**src/rtl/ftoi_sched.sv**
```systemverilog
// Round-robin two-port sequencer for the fixed-latency float-to-int converter.
// One conversion in flight; operands held stable in cv_*, result returned over valid/ready.
module ftoi_sched #(
    parameter int EXP_W = 8,
    parameter int SIG_W = 24,
    parameter int INT_W = 32,
    parameter int LAT   = 1
) (
    input  logic                   clk,
    input  logic                   rst_n,
    input  logic                   flush,
    input  logic                   r0_valid,
    output logic                   r0_ready,
    input  logic [EXP_W+SIG_W-1:0] r0_a,
    input  logic [2:0]             r0_rm,
    input  logic                   r0_signed,
    input  logic                   r1_valid,
    output logic                   r1_ready,
    input  logic [EXP_W+SIG_W-1:0] r1_a,
    input  logic [2:0]             r1_rm,
    input  logic                   r1_signed,
    output logic                   rsp_valid,
    input  logic                   rsp_ready,
    output logic                   rsp_id,
    output logic [INT_W-1:0]       rsp_out,
    output logic [2:0]             rsp_flags,
    output logic                   cv_control,
    output logic [EXP_W+SIG_W-1:0] cv_a,
    output logic [2:0]             cv_rm,
    output logic                   cv_signed,
    input  logic [INT_W-1:0]       cv_out,
    input  logic [2:0]             cv_flags
);

    localparam int A_W   = EXP_W + SIG_W;
    localparam int CNT_W = (LAT > 1) ? $clog2(LAT) : 1;

    typedef enum logic [1:0] {IDLE, BUSY, HOLD} state_t;

    state_t             state_q;
    logic               prio_q;
    logic               owner_q;
    logic [CNT_W-1:0]   cnt_q;
    logic [A_W-1:0]     cv_a_q;
    logic [2:0]         cv_rm_q;
    logic               cv_signed_q;
    logic               rsp_valid_q;
    logic               rsp_id_q;
    logic [INT_W-1:0]   rsp_out_q;
    logic [2:0]         rsp_flags_q;

    logic               can_grant;
    logic               win_id;

    // Ready is the grant itself: only one of the two can be high at a time.
    assign can_grant = (state_q == IDLE) && !flush;
    assign r0_ready  = can_grant && r0_valid && (!prio_q || !r1_valid);
    assign r1_ready  = can_grant && r1_valid && ( prio_q || !r0_valid);
    assign win_id    = r1_ready;

    always_ff @(posedge clk or negedge rst_n) begin
        if (!rst_n) begin
            state_q     <= IDLE;
            prio_q      <= 1'b0;
            owner_q     <= 1'b0;
            cnt_q       <= '0;
            cv_a_q      <= '0;
            cv_rm_q     <= '0;
            cv_signed_q <= 1'b0;
            rsp_valid_q <= 1'b0;
            rsp_id_q    <= 1'b0;
            rsp_out_q   <= '0;
            rsp_flags_q <= '0;
        end else if (flush) begin
            // Abort drops any held result; operands and priority are left as they are.
            state_q     <= IDLE;
            rsp_valid_q <= 1'b0;
        end else begin
            case (state_q)
                IDLE: begin
                    if (r0_ready || r1_ready) begin
                        cv_a_q      <= win_id ? r1_a      : r0_a;
                        cv_rm_q     <= win_id ? r1_rm     : r0_rm;
                        cv_signed_q <= win_id ? r1_signed : r0_signed;
                        owner_q     <= win_id;
                        prio_q      <= ~win_id;
                        cnt_q       <= CNT_W'(LAT - 1);
                        state_q     <= BUSY;
                    end
                end
                BUSY: begin
                    if (cnt_q != '0) begin
                        cnt_q <= cnt_q - CNT_W'(1);
                    end else begin
                        rsp_out_q   <= cv_out;
                        rsp_flags_q <= cv_flags;
                        rsp_id_q    <= owner_q;
                        rsp_valid_q <= 1'b1;
                        state_q     <= HOLD;
                    end
                end
                HOLD: begin
                    if (rsp_ready) begin
                        rsp_valid_q <= 1'b0;
                        state_q     <= IDLE;
                    end
                end
                default: begin
                    state_q     <= IDLE;
                    rsp_valid_q <= 1'b0;
                end
            endcase
        end
    end

    assign cv_control = 1'b0;
    assign cv_a       = cv_a_q;
    assign cv_rm      = cv_rm_q;
    assign cv_signed  = cv_signed_q;
    assign rsp_valid  = rsp_valid_q;
    assign rsp_id     = rsp_id_q;
    assign rsp_out    = rsp_out_q;
    assign rsp_flags  = rsp_flags_q;

endmodule

```
**config.mk**
```make
export PLATFORM = sky130hd
export DESIGN_NAME = ftoi_sched
export DESIGN_NICKNAME = d
export VERILOG_FILES = /design/src/rtl/ftoi_sched.sv
export SDC_FILE = /design/constraint.sdc
export NUM_CORES = 1
export LEC_CHECK = 0
export CAP_MARGIN = 40
export CORE_ASPECT_RATIO = 0.9
export CORE_MARGIN = 1.5
export CORE_UTILIZATION = 25
export DETAILED_ROUTE_END_ITERATION = 16
export SLEW_MARGIN = 40
export SYNTH_ARGS = -nofsm -noshare
export SYNTH_HDL_FRONTEND = slang
export SYNTH_SLANG_ARGS = --single-unit
```
**constraint.sdc**
```tcl
create_clock -name clk -period 1.95 [get_ports clk]
set_input_delay 0.195 -clock clk [delete_from_list [all_inputs] [get_ports clk]]
set_output_delay 0.195 -clock clk [all_outputs]
set_load 0.005 [all_outputs]
```
==> impl_metrics.csv <==
group,metric,value,unit
floorplanning,die_w,129.8,µm
clock_network,htree_num_levels,3,
yosys,syn_area_per_cell,11.35,µm²
layout,layout-drive-gt1-share,18.38,%
drt,post_drt_wl_per_cell,16.49,µm
critical_path,worst_setup_path_end_kind,"primary output",
sta,timing.fmax,538.5,MHz
floorplanning,placementRows,41,
clock_network,cts.reportedPaths.clkPinSlew,60,ps
drt,drt-initial-drc-count,163,
clock_network,clockBufferDepth,2,
placement,post-place-cells,681,
critical_path,startpoint_type,"flop",
yosys,synth_top_family_by_area,"compound AO/OA/AOI/OAI gates",
run,drv_cap,0,
drt,viasPerCell,4.837,
floorplanning,die_h,117.2,µm
clock_network,root_buffer,"clkbuf_16",
yosys,yosysWarnings,0,
yosys,synth_seq_cells,77,
sta,period_minus_slack,1857,ps
drt,vias,3381,
yosys,synth-simple-area-share,8.711,%
drt,first_pass_iters,4,
grt,grtUsageMet2,26.84,%
critical_path,cp_data_arrival_time,1660,ps
layout,fin_nets,614,
critical_path,critPathKind,"reg -> out",
floorplanning,start_util,25.75,%
sta,slew_violations,0,
yosys,synthesis.area,3620,µm²
yosys,synth-seq-area-share,53.23,%
grt,grt_pass1_vias,3460,
grt,antenna_found_initial,0,
grt,busiest_layer,"met2",
grt,grt_use_met1,18.04,%
layout,final_util,43.45,%
sta,fin_crit_sh,95.22,%
layout,layout_commonest_cell,"clkdlybuf4s50_1",
placement,gp_congestion,0.7369,
power_and_ir_drop,powerDensity,982.0,nW/µm²
grt,track_usage,15.70,%
yosys,synth_compound_area_share,20.39,%
yosys,synthAdderAreaFrac,0,%
layout,n_antenna_cell,0,
critical_path,required,1750,ps
placement,io_buffers,187,
sta,slew_headroom,66.16,%
sta,setup_viol,0,
drt,antenna_left,0,
grt,grt_max_degree,43,
critical_path,cpPeakStageDelay,480,ps
drt,wirelength,11520,µm
clock_network,cts_buffers,9,
critical_path,crit_path_top_delay_cell,"or3_2",
sta,skew,6.641,ps
yosys,synth-xor-area-share,0,%
clock_network,cts_tree,"built",
sta,rsz0062_at_grt,"no",
yosys,netlist_instances,319,
yosys,muxShareOfSynthArea,11.48,%
layout,nFillCells,1363,
floorplanning,die-area,15210,µm²
clock_network,cts.sinks,77,
grt,grt_overflow,0,
critical_path,path_cells,"or3_2 -> nor3_2 -> dlygate4sd2_1",
critical_path,reg2reg_slack,200,ps
drt,drc,0,
power_and_ir_drop,p_leak,2.319,nW
layout,final_cells,699,
placement,dp_hpwl,7854,µm
min_path,hold_path.class,"in -> async",
critical_path,worstPathMaxFanout,2,
clock_network,clk_latency,340,ps
yosys,synthesis.nets,432,
floorplanning,core_region_area,14060,µm²
floorplanning,io_pins,189,
sta,finalSetupTns,0,ps
layout,final_cell_mix,"clkdlybuf4s50_1 (184), dfrtp_1 (77), a21oi_1 (37)",
power_and_ir_drop,peakVddDrop,388.2,µV
outcome,status,"finished, final reports clean",
sta,max_slew.worst_pin.slew,507.6,ps
sta,hold_viol_final,0,
grt,grt_pass1_wl,18050,µm
grt,grt_use_met3,5.955,%
layout,area_growth,68.72,%
yosys,synth_cell_types,28,
[cells in the mapped netlist, drive strengths merged]
cell type,number,share of area (%)
inv,2,0.21
o31ai,36,8.8
mux2i,1,0.28
conb,1,0.10
nor2b,2,0.35
or3,1,0.17
buf,25,4.3
and2,1,0.17
nor3,3,0.55
mux2,36,11
o21bai,1,0.21
a31oi,36,6.2
nand2,1,0.10
dfrtp,77,53
clkbuf,15,1.6
nor2,4,0.41
and3,1,0.17
nand4,36,6.2
or2,1,0.17
nand2b,1,0.17
nor3b,1,0.21
a21oi,37,5.1
[sequential cells by signal (all words and copies together), names as in the netlist]
name / cells
rsp_flags: 3
rsp_out: 32
state_q: 2
rsp_valid: 1
prio_q: 1
owner_q: 1
cv_signed: 1
rsp_id: 1
cv_a: 32
cv_rm: 3
[metal layers]
layer	wire (µm)	up-vias
li1	-	1607
met1	5011	1617
met2	5367	144
met3	1000	13
met4	145	0
met5	0	-
[kinds of logic after synthesis]
group                  after synthesis
AOI/OAI and AO/OA                  110
buffers and inverters               42
DFF                                 77
muxes                               37
other                                1
and+or+nand+nor                     52
[path summary, 6_finish.rpt]
path / from / to / cells past startpoint
setup / recovery: state_q[0] / r1_ready / 3
hold / removal: rst_n / rsp_out[7] / 2
setup reg to reg: state_q[0] / cv_a[25] / 4
hold reg to reg: rsp_out[9] / rsp_out[9] / 1
max in group asynchronous: rst_n / cv_a[11] / 3
min in group clk: r0_a[15] / cv_a[15] / 3
[per-stage QoR]
stage / setup WS [ps] / hold slack, ps / power (mW) / instance area, µm²
after global routing: 16.74 / 388.4 / 6.381 / 6107
after CTS: 53.19 / 362.3 / 6.109 / 6107
after floorplan: 485.6 / -100.6 / 2.976 / 3620
after global placement: -156.4 / 187.4 / 4.286 / 5777
after detailed placement: -137.4 / 188.1 / 4.325 / 5777
final: 93.14 / 357.9 / 5.997 / 6107
[worst max-delay path: cells and delay by family (launching register included)]
family	cells	cell delay [ps]
flip-flops	1	370
AND/OR/NAND/NOR	2	670
buffers and inverters	1	270
[timing repair]
item | in CTS | in global routing
gates resized for setup | 4 | 0
endpoints found under the hold margin | 33 | 0
buffers inserted | 1 | 0
setup endpoints to repair | 2 | 0
hold buffers | 1 | 0
[report_power, final]
part	internal (mW)	switching, mW	total [mW]
clock network	1.01	0.715	1.72
registers	2.02	0.231	2.25
logic	1.29	0.730	2.02
total	4.32	1.68	6.00
[cell type report]
| cell class | count | area [µm²] | share of cell area, % |
|---|---|---|---|
| timing repair buffer | 211 | 2125 | 34.79 |
| sequential | 77 | 1927 | 31.55 |
| multi-input combinational | 200 | 1503 | 24.61 |
| tap | 193 | 241.5 | 3.954 |
| clock buffer | 9 | 225.2 | 3.688 |
| clock inverter | 7 | 78.83 | 1.291 |
| inverter | 2 | 7.507 | 0.1229 |
No activity file was read; power rests on OpenSTA's default activity.
